--- src/rtl/serial_host.sv ---
// serial_host: initiator side of the FT245-style byte protocol.
// Turns one register request into a command byte plus four data strobes
// (write bytes out or read bytes in, LSB first) and reports completion.
//
// Handshake: req is sampled only while idle (busy=0). Once accepted, the
// request fields are latched and further req/req_* activity is ignored
// until the cycle after the done pulse. done is a single-cycle pulse and
// rdata is valid from that cycle and held until the next read completes.
module serial_host #(
    parameter int unsigned GAP       = 2,
    parameter logic [3:0]  READ_CMD  = 4'hA,
    parameter logic [3:0]  WRITE_CMD = 4'h5
) (
    input  logic        clk,
    input  logic        reset,
    input  logic        req,
    input  logic        req_rw,
    input  logic [3:0]  req_adr,
    input  logic [31:0] req_wdata,
    output logic        busy,
    output logic        done,
    output logic [31:0] rdata,
    output logic        _ft_rxf,
    output logic        _ft_rd,
    output logic        _ft_wr,
    output logic [7:0]  ft_byte_out,
    input  logic [7:0]  ft_byte_in,
    output logic [2:0]  dbg_state
);

    // Writes need at least two quiet cycles after the last strobe so the
    // responder can commit; with GAP >= 2 the last gap already covers it.
    localparam int unsigned TAIL_CYC  = (GAP < 2) ? (2 - GAP) : 0;
    localparam logic [3:0]  GAP_LAST  = 4'(GAP - 1);
    localparam logic [3:0]  TAIL_LAST = (TAIL_CYC > 0) ? 4'(TAIL_CYC - 1) : 4'd0;

    typedef enum logic [2:0] {
        S_IDLE = 3'd0,
        S_CMD  = 3'd1,
        S_CGAP = 3'd2,
        S_STB  = 3'd3,
        S_SGAP = 3'd4,
        S_TAIL = 3'd5,
        S_DONE = 3'd6
    } state_e;

    state_e      state_q, state_d;
    logic        rw_q, rw_d;
    logic [3:0]  adr_q, adr_d;
    logic [31:0] wdata_q, wdata_d;
    logic [1:0]  idx_q, idx_d;
    logic [3:0]  cnt_q, cnt_d;
    logic [31:0] rbuf_q, rbuf_d;
    logic [31:0] rdata_q, rdata_d;
    logic        rxf_q, rxf_d;
    logic        rd_q, rd_d;
    logic        wr_q, wr_d;
    logic [7:0]  byte_q, byte_d;
    logic        busy_q, busy_d;
    logic        done_q, done_d;
    logic [1:0]  idx_inc;

    assign idx_inc = idx_q + 2'd1;

    // Next-state and next-output logic; strobes default high so every low
    // lasts exactly the one cycle it is requested for.
    always_comb begin
        state_d = state_q;
        rw_d    = rw_q;
        adr_d   = adr_q;
        wdata_d = wdata_q;
        idx_d   = idx_q;
        cnt_d   = cnt_q;
        rbuf_d  = rbuf_q;
        rdata_d = rdata_q;
        rxf_d   = 1'b1;
        rd_d    = 1'b1;
        wr_d    = 1'b1;
        byte_d  = byte_q;
        busy_d  = busy_q;
        done_d  = 1'b0;

        case (state_q)
            S_IDLE: begin
                busy_d = 1'b0;
                if (req) begin
                    rw_d    = req_rw;
                    adr_d   = req_adr;
                    wdata_d = req_wdata;
                    idx_d   = 2'd0;
                    rbuf_d  = 32'h0;
                    rxf_d   = 1'b0;
                    byte_d  = {req_adr, (req_rw ? WRITE_CMD : READ_CMD)};
                    busy_d  = 1'b1;
                    state_d = S_CMD;
                end
            end

            S_CMD: begin
                // Present write byte 0 for the whole command gap.
                cnt_d   = GAP_LAST;
                byte_d  = rw_q ? wdata_q[7:0] : 8'h00;
                state_d = S_CGAP;
            end

            S_CGAP: begin
                if (cnt_q == 4'd0) begin
                    state_d = S_STB;
                    rd_d    = rw_q;
                    wr_d    = !rw_q;
                end else begin
                    cnt_d = cnt_q - 4'd1;
                end
            end

            S_STB: begin
                // The next write byte goes out as soon as the strobe ends.
                cnt_d   = GAP_LAST;
                state_d = S_SGAP;
                if (rw_q && (idx_q != 2'd3)) begin
                    byte_d = wdata_q[{idx_inc, 3'b000} +: 8];
                end
            end

            S_SGAP: begin
                // Responder answers a read strobe one cycle later.
                if (!rw_q && (cnt_q == GAP_LAST)) begin
                    rbuf_d[{idx_q, 3'b000} +: 8] = ft_byte_in;
                end
                if (cnt_q == 4'd0) begin
                    if (idx_q == 2'd3) begin
                        if (rw_q && (TAIL_CYC != 0)) begin
                            cnt_d   = TAIL_LAST;
                            state_d = S_TAIL;
                        end else begin
                            done_d  = 1'b1;
                            byte_d  = 8'h00;
                            state_d = S_DONE;
                            if (!rw_q) begin
                                rdata_d = rbuf_d;
                            end
                        end
                    end else begin
                        idx_d   = idx_inc;
                        state_d = S_STB;
                        rd_d    = rw_q;
                        wr_d    = !rw_q;
                    end
                end else begin
                    cnt_d = cnt_q - 4'd1;
                end
            end

            S_TAIL: begin
                if (cnt_q == 4'd0) begin
                    done_d  = 1'b1;
                    byte_d  = 8'h00;
                    state_d = S_DONE;
                end else begin
                    cnt_d = cnt_q - 4'd1;
                end
            end

            S_DONE: begin
                busy_d  = 1'b0;
                state_d = S_IDLE;
            end

            default: begin
                state_d = S_IDLE;
            end
        endcase
    end

    // State and output registers; reset drops any transfer in flight.
    always_ff @(posedge clk) begin
        if (reset) begin
            state_q <= S_IDLE;
            rw_q    <= 1'b0;
            adr_q   <= 4'h0;
            wdata_q <= 32'h0;
            idx_q   <= 2'd0;
            cnt_q   <= 4'd0;
            rbuf_q  <= 32'h0;
            rdata_q <= 32'h0;
            rxf_q   <= 1'b1;
            rd_q    <= 1'b1;
            wr_q    <= 1'b1;
            byte_q  <= 8'h00;
            busy_q  <= 1'b0;
            done_q  <= 1'b0;
        end else begin
            state_q <= state_d;
            rw_q    <= rw_d;
            adr_q   <= adr_d;
            wdata_q <= wdata_d;
            idx_q   <= idx_d;
            cnt_q   <= cnt_d;
            rbuf_q  <= rbuf_d;
            rdata_q <= rdata_d;
            rxf_q   <= rxf_d;
            rd_q    <= rd_d;
            wr_q    <= wr_d;
            byte_q  <= byte_d;
            busy_q  <= busy_d;
            done_q  <= done_d;
        end
    end

    assign busy        = busy_q;
    assign done        = done_q;
    assign rdata       = rdata_q;
    assign _ft_rxf     = rxf_q;
    assign _ft_rd      = rd_q;
    assign _ft_wr      = wr_q;
    assign ft_byte_out = byte_q;
    assign dbg_state   = state_q;

endmodule

--- config.mk ---
export PLATFORM = sky130hd
export DESIGN_NAME = serial_host
export DESIGN_NICKNAME = d
export VERILOG_FILES = /design/src/rtl/serial_host.sv
export SDC_FILE = /design/constraint.sdc
export NUM_CORES = 1
export LEC_CHECK = 0
export CORE_UTILIZATION = 55
export CTS_CLUSTER_SIZE = 20
export DETAILED_ROUTE_END_ITERATION = 8
export GPL_TIMING_DRIVEN = 0
export PLACE_DENSITY = 0.86
export SLEW_MARGIN = 20
export SYNTH_ARGS = -nofsm -noshare
export SYNTH_HDL_FRONTEND = slang
export SYNTH_SLANG_ARGS = --single-unit
--- constraint.sdc ---
create_clock -name clk -period 3.6 [get_ports clk]
set_input_delay 0.36 -clock clk [delete_from_list [all_inputs] [get_ports clk]]
set_output_delay 0.36 -clock clk [all_outputs]
set_load 0.01 [all_outputs]
==> metrics.md, run 1 <==
| Metric | Value |
|---|---|
| DRC | `0` |
| RSZ-0062 raised after global routing | `false` |
| Final wirelength | `about 15000 µm` |
| Flop pwr share | `35.8%` |
| # Post-CTS Setup Buffers | `0` |
| Post-Syn Area per Cell | `8.72 µm²` |
| Worst-margin pin slew | `about 0.7 ns` |
| Fillers | `665` |
| Vias per cell | `5.97` |
| MaxCap Viol Count | `0` |
| Worst EP required | `4.04 ns` |
| Clk_skew | `0.0103 ns` |
| WL/cell | `17.5 µm` |
| Number of global-route vias before repair | `just over 5000` |
| Iteration-0 DRC count of the detailed router | `358` |
| Area growth syn-to-layout | `31.4%` |
| Comb power frac | `24.2%` |
| Net Sw Frac | `31.3%` |
| Antenna Diode Count | `0` |
| YS warnings | `0` |
| Initial Util | `roughly 58%` |
| Fin. Hold Viols | `0` |
| Cell count of the worst reg-to-reg path | `8` |
| Nets@finish | `789` |
| GRT Util Overall | `a little under a third` |
| GPL Wtd Cong | `slightly above 0.9` |
| Peak supply drop | `0.366 mV` |
| Row cnt | `35` |
| Fmax | `0.392 GHz` |
| Synthesized cell area | `5400 µm²` |
| Initial DRT Pass Iterations | `6` |
| CP startpoint kind | `flop` |
| DRT antenna net count | `0` |
| CP Class | `reg -> reg` |
| Hold buffers post-CTS | `0` |
| Minimum clock period | `around 2.6 ns` |
| CTS H-tree depth | `4` |
| Cells after Synth | `619` |
| Fraction of layout cells with a size suffix above 1 | `12.9%` |
| Clock share of power | `40.0%` |
| Placed Instances | `842` |
| Setup violations, final | `0` |
| Top Ports | `96` |
| PostCTS Resize Cnt | `0` |
| Post-synth EDFFs | `0` |
| Unique masters post-synth | `58` |
| CTS tree | `built` |
| Core area | `9370 µm²` |
| Die H | `around 100 µm` |
| Final HPWL from detailed placement | `between 10000 and 15000 µm` |
| FF+latch count, synth | `119` |
| CP startpoint | `idx_q[0]$_SDFFE_PP0P_` |
| Min-delay src | `req_wdata[11]` |
| Worst skew pair latency | `about 0.53 ns` |
| First-pass GRT wire length | `around 25000 µm` |
| Asr flop ratio synth | `0%` |
| Worst min path class | `in -> reg` |
| Die X | `101 µm` |
| Initial antenna violation count | `0` |
| Setup TNS | `0 ns` |
| Die Area | `roughly 10000 µm²` |
| Root Driver | `clkbuf_8` |
| Power Density | `600 nW/µm²` |
| Port bufs | `94` |
| Pint | `roughly 2.9 mW` |
| GR Overflow Total | `0` |
| Outcome | `completed` |
| Clock sink count | `119` |
| Vias | `5221` |
| Leak Pwr | `2.49 nW` |
| Final Non-Filler Cells | `874` |
| Syn nets | `between 600 and 700` |
| Post-synthesis sequential area ratio | `44.1%` |
| Clk slew on worst S/H paths | `0.06 ns` |
| Reg-to-Reg Start | `idx_q[0]$_SDFFE_PP0P_` |
| Switching power | `1.33 mW` |
| Clock Tree Buf Depth | `2` |
| Largest net degree at the start of global routing | `17` |
| Crit path DAT | `3.00 ns` |
| Num CTS Buffers | `17` |
| Slew margin rel. | `52.7%` |
| Final period util | `70.9%` |
| Core Util, Final | `75.7%` |
| Area of the multi-input gates | `around 2700 µm²` |
| Ys flop type | `dfxtp_1` |
| Critical Path End Type | `flop` |
| Hold Path Depth | `3` |
| CP Max Fanout | `11` |
| Register area | `2380 µm²` |
| Max-slew violation count | `0` |
[synth_stat cells, drive strengths merged (2+ instances only)]
master    n  share of area (%)
dfxtp   119                 44
nand2   116                8.1
nor2     49                3.4
a21oi    48                4.4
o21ai    36                3.3
buf      30                3.6
a211oi   25                4.2
clkbuf   21                1.5
mux2     19                4.0
nand4    18                2.1
a22oi    17                2.4
inv      14               0.97
and3     10                1.2
ha        9                2.1
a21bo     8                1.5
a21boi    8                1.3
a311oi    8                1.3
o221ai    8                1.3
nor4b     6                1.6
o32ai     6               0.97
nand2b    5               0.58
nor3      4               0.46
nor3b     4               0.95
o211ai    4               0.65
nor2b     3               0.35
mux2i     2               0.37
nor4bb    2               0.37
o22ai     2               0.23
o31ai     2               0.28
or3b      2               0.32
[power by group through the flow]
stage | logic, mW | registers, mW | clock network [mW]
after floorplan | 0.641 | 1.54 | 0
after global placement | 0.964 | 1.54 | 0
after detailed placement | 0.998 | 1.55 | 0
after CTS | 1.01 | 1.52 | 1.70
after global routing | 1.12 | 1.54 | 1.76
final | 1.03 | 1.52 | 1.70
[cells in the final DEF (no fill, tap or decap), types with 4 or more instances in the layout]
| cell | netlist | final |
|---|---|---|
| buf_6 | 4 | 4 |
| o221ai_1 | 8 | 8 |
| a21boi_1 | 7 | 7 |
| clkinvlp_4 | 0 | 4 |
| and3_1 | 10 | 10 |
| a21bo_1 | 8 | 8 |
| clkinv_4 | 0 | 4 |
| buf_2 | 23 | 23 |
| clkbuf_16 | 0 | 16 |
| nand4_1 | 18 | 18 |
| nand2_1 | 116 | 116 |
| o21ai_1 | 4 | 4 |
| o21ai_0 | 32 | 32 |
| a311oi_1 | 8 | 8 |
| o32ai_1 | 6 | 6 |
| a211oi_2 | 8 | 8 |
| a211oi_1 | 17 | 17 |
| a21oi_1 | 48 | 48 |
| clkdlybuf4s50_1 | 0 | 94 |
| inv_1 | 14 | 14 |
| dfxtp_1 | 119 | 119 |
| nand2b_1 | 5 | 5 |
| mux2_2 | 17 | 17 |
| a22oi_1 | 17 | 17 |
| nor2_1 | 49 | 49 |
| ha_1 | 9 | 9 |
| clkbuf_1 | 21 | 23 |
[cell type report]
| class | instances | share of cell area [%] |
|---|---|---|
| clock inverters | 13 | 2.43 |
| plain buffers | 51 | 3.86 |
| well taps | 129 | 2.27 |
| repair buffers | 94 | 13.3 |
| clock buffers | 19 | 5.94 |
| multi-input cells | 435 | 37.9 |
| flip-flops and latches | 119 | 33.6 |
| inverters | 14 | 0.741 |
[registers in the layout, indices dropped and copies added (netlist names), 2 cells and up]
signal       count
wdata_q         32
rdata           32
idx_q            2
ft_byte_out      8
cnt_q            4
dbg_state        3
rbuf_q          32
[metal layers]
layer | vias to the layer above | GRT usage [%] | routed length [µm]
met5 | - | 0 | 0
met4 | 0 | 14.8 | 489
met3 | 48 | 6.59 | 1180
met2 | 294 | 53.4 | 7570
met1 | 2430 | 37.7 | 6020
li1 | 2449 | - | -
[stage by stage]
step	total power, mW	worst slack [ns]	cell area, µm²	hold slack [ns]
floorplan	2.18	1.47	5400	0.425
global placement	2.51	1.20	6500	0.435
detailed placement	2.54	1.12	6500	0.444
CTS	4.23	1.07	7100	0.373
global route	4.42	0.876	7100	0.388
finish	4.25	1.05	7100	0.372
[logic make-up after synthesis]
kind of cell	share of synthesized area, %
and+or+nand+nor	20.5
AOI/OAI and AO/OA	22.6
DFF	44.1
buffers and inverters	6.05
muxes	4.33
adders and majority gates	2.09
xor gates and xnor gates	0.325
[critical path, cell delays in order (launching register included)]
cell,delay [ns]
dfxtp_1,0.54
inv_1,0.18
ha_1,0.37
buf_6,0.17
buf_6,0.16
nor4b_4,0.46
nand4_1,0.17
a21boi_1,0.18
a211oi_2,0.23
[path summary, 6_finish.rpt]
path | end | slack [ns]
hold / removal | wdata_q[11]$_SDFFE_PP0P_ | 0.37
setup reg to reg | rdata[25]$_SDFFE_PP0P_ | 1.05
setup / recovery | rdata[25]$_SDFFE_PP0P_ | 1.05
hold reg to reg | wdata_q[27]$_SDFFE_PP0P_ | 0.46
Power figures use the tool's default switching activity.
==> run 2: changes to the inputs <==
CORE_UTILIZATION = 53   (was 55)
PLACE_DENSITY = 0.83   (was 0.86)
clock period = 2.47 ns   (was 3.6 ns; I/O delays follow)
==> run 2 against run 1 <==
- non-clock buffer count is 1 higher
- sequential share of layout area is 0.26 points higher
- clock power is 30% higher
- utilization is 4.0 points lower
- flip-flop and latch count stayed put
- first-iteration DRC count is 10% lower
- count of clock-buffer cells in the layout is 3 higher
- critical endpoint is now rdata[28]$_SDFFE_PP0P_
==> metrics.md, run 2 (synthesis results as in run 1) <==
| Metric | Value |
|---|---|
| Cell count of the worst reg-to-reg path | `9 (+1)` |
| Final Non-Filler Cells | `878 (+0.46%)` |
| CP Max Fanout | `11 (unchanged)` |
| Iteration-0 DRC count of the detailed router | `322 (-10%)` |
| Clk slew on worst S/H paths | `0.06 ns (about the same)` |
| Final hold slack | `0.270 ns (-0.103 ns)` |
| Leak Pwr | `2.47 nW (-0.52%)` |
| Number of global-route vias before repair | `5065 (-1.2%)` |
| Fraction of layout cells with a size suffix above 1 | `12.9% (unchanged)` |
| GPL Wtd Cong | `0.904 (-0.72%)` |
| MaxCap Viol Count | `0 (unchanged)` |
| Root Driver | `clkbuf_8` |
| Clk_skew | `0.00768 ns (-0.00259 ns)` |
| Port bufs | `94 (unchanged)` |
| WL/cell | `17.5 µm (+0.11%)` |
| CTS H-tree depth | `4 (unchanged)` |
| Max-slew violation count | `0 (unchanged)` |
| Minimum clock period | `2.26 ns (-0.289 ns)` |
| Cell family with most CP delay | `buffers and inverters` |
| CP Class | `reg -> reg` |
| Fillers | `763 (+15%)` |
| Placed Instances | `846 (+0.48%)` |
| Pint | `4.08 mW (+40%)` |
| Clock Tree Buf Depth | `2 (unchanged)` |
| Antenna Diode Count | `0 (unchanged)` |
| Final period util | `91.7% (+21 points)` |
| Switching power | `1.86 mW (+40%)` |
| Flop pwr share | `37.5% (+1.7 points)` |
| Num CTS Buffers | `17 (unchanged)` |
| DRT antenna net count | `0 (unchanged)` |
| Clock sink count | `119 (unchanged)` |
| Crit path DAT | `2.70 ns (-0.30 ns)` |
| Top Ports | `96 (unchanged)` |
| Clock share of power | `37.1% (-2.9 points)` |
| Initial Util | `55.0% (-2.6 points)` |
| Power Density | `844 nW/µm² (+41%)` |
| GRT Util Overall | `30.4% (-0.94 points)` |
| Crit-path slowest cell | `dfxtp_2` |
| GR Overflow Total | `0 (unchanged)` |
| Vias | `5208 (-0.25%)` |
| Commonest cells after routing, fill and taps aside | `dfxtp_1, nand2_1, clkdlybuf4s50_1` |
| Setup violations, final | `0 (unchanged)` |
| CP Cell Sequence | `inv_1 > ha_1 > buf_6 > buf_6 > nor4b_4 > buf_4 > nand4_1 > a21boi_1 > a211oi_2` |
| Commonest non-fill, non-tap cell in the layout | `dfxtp_1` |
| Vias per cell | `5.93 (-0.70%)` |
| Initial DRT Pass Iterations | `5 (-1)` |
| Die Area | `10600 µm² (+3.7%)` |
| Hold Path Depth | `3 (unchanged)` |
| Buf/Inv on CP | `4 (+1)` |
| Hold Path End | `wdata_q[7]$_SDFFE_PP0P_` |
| Placed cell area | `6510 µm² (about the same)` |
| Most used cell, CP | `buf_6` |
| Area growth syn-to-layout | `30.5%` |
| Nets@finish | `790 (+0.13%)` |
| Die H | `103 µm (+1.8%)` |
| Final worst slack | `0.206 ns (-0.841 ns)` |
| CTS tree | `built` |
| Reg-to-Reg Start | `idx_q[0]$_SDFFE_PP0P_` |
| Critical Path End Type | `flop` |
| Comb power frac | `25.4% (+1.2 points)` |
| Final wirelength | `15300 µm (+0.56%)` |
| Final Cell Area | `7050 µm² (-0.71%)` |
| DRC | `0 (unchanged)` |
| Slowest stage delay, CP | `0.43 ns (-0.11 ns)` |
| Worst min path class | `in -> reg` |
| Final HPWL from detailed placement | `10800 µm (about the same)` |
| Worst skew pair latency | `0.52 ns (about the same)` |
| Worst-margin pin slew | `0.719 ns (+0.0190 ns)` |
| Fin. Hold Viols | `0 (unchanged)` |
| Row cnt | `36 (+2.9%)` |
| Pre-CTS setup slack | `-0.0295 ns (-1.15 ns)` |
| Largest net degree at the start of global routing | `17 (unchanged)` |
| Outcome | `completed` |
| Initial antenna violation count | `0 (unchanged)` |
| Crit Reg-Reg Endpoint | `rdata[28]$_SDFFE_PP0P_` |
| First-pass GRT wire length | `24400 µm (-1.3%)` |
| Fmax | `0.442 GHz (+13%)` |
| Net Sw Frac | `31.3% (+0.061 points)` |
| Slew margin rel. | `51.8% (-0.81 points)` |
| Peak supply drop | `0.541 mV (+48%)` |
| CP startpoint | `idx_q[0]$_SDFFE_PP0P_` |
| Die X | `103 µm (+1.8%)` |
| Core area | `9820 µm² (+4.8%)` |
| Power Total | `5.95 mW (+40%)` |
| CP startpoint kind | `flop` |
| FF-to-FF setup slack | `0.21 ns (-0.84 ns)` |
| Worst EP required | `2.91 ns (-1.13 ns)` |
| Min-delay src | `req_wdata[7]` |
| RSZ-0062 raised after global routing | `false` |
## run 2: cell types whose count changed in the layout (fill, tap and decap cells not counted), moves of 2 or more
cell       delta
clkinv_2      +5
clkbuf_8      +2
clkinv_4      -4
inv_6         -2
bufinv_16     -2
## run 2: routing by layer
layer	global-route usage, %	share of wire, %
met5	0	0
met3	6.64	7.4
met2	50.5	48
met1	36.9	41
met4	16.3	3.6
## run 2: worst register-to-register path, stage by stage, from the launching register on
cell and delay, ns:
dfxtp_2 0.43, inv_1 0.13, ha_1 0.36, buf_6 0.17, buf_6 0.16, nor4b_4 0.20
buf_4 0.19, nand4_1 0.14, a21boi_1 0.19, a211oi_2 0.22
## run 2: power by group through the flow
stage / Combinational, mW / Sequential [mW] / Clock [mW]
floorplan: 0.935 / 2.25 / 0
global placement: 1.41 / 2.25 / 0
detailed placement: 1.45 / 2.26 / 0
CTS: 1.48 / 2.22 / 2.22
global route: 1.63 / 2.24 / 2.31
finish: 1.51 / 2.23 / 2.21
## run 2: worst max path at each step
stage / cells past startpoint / end / slack [ns]
floorplan: 8 / rdata[30]$_SDFFE_PP0P_ / 0.34
CTS: 8 / rdata[28]$_SDFFE_PP0P_ / 0.11
global route: 9 / rdata[28]$_SDFFE_PP0P_ / 0.08
global placement: 8 / rdata[28]$_SDFFE_PP0P_ / 0.05
finish: 9 / rdata[28]$_SDFFE_PP0P_ / 0.21
detailed placement: 8 / rdata[28]$_SDFFE_PP0P_ / -0.03
## run 2: timing repair
action / CTS / global route
setup endpoints to repair: 6 / 6
gates resized for setup: 1 / 0
pin swaps: 0 / 1
hold buffers: 0 / 0
buffers inserted: 0 / 1
## run 2: per-stage QoR
| step | setup TNS [ns] | utilization (%) |
|---|---|---|
| after floorplan | 0 | - |
| after global placement | 0 | 66.3 |
| after detailed placement | -0.0741 | 66.3 |
| after CTS | 0 | 71.7 |
| after global routing | 0 | 71.8 |
| final | 0 | 71.8 |
## run 2: layout make-up
class | instances | area, µm² | area share [%]
well taps | 133 | 166 | 2.36
repair buffers | 95 | 948 | 13.5
inverters | 14 | 52.6 | 0.746
clock buffers | 22 | 453 | 6.43
plain buffers | 51 | 274 | 3.89
multi-input cells | 435 | 2690 | 38.2
clock inverters | 9 | 77.6 | 1.10
flip-flops and latches | 119 | 2380 | 33.8
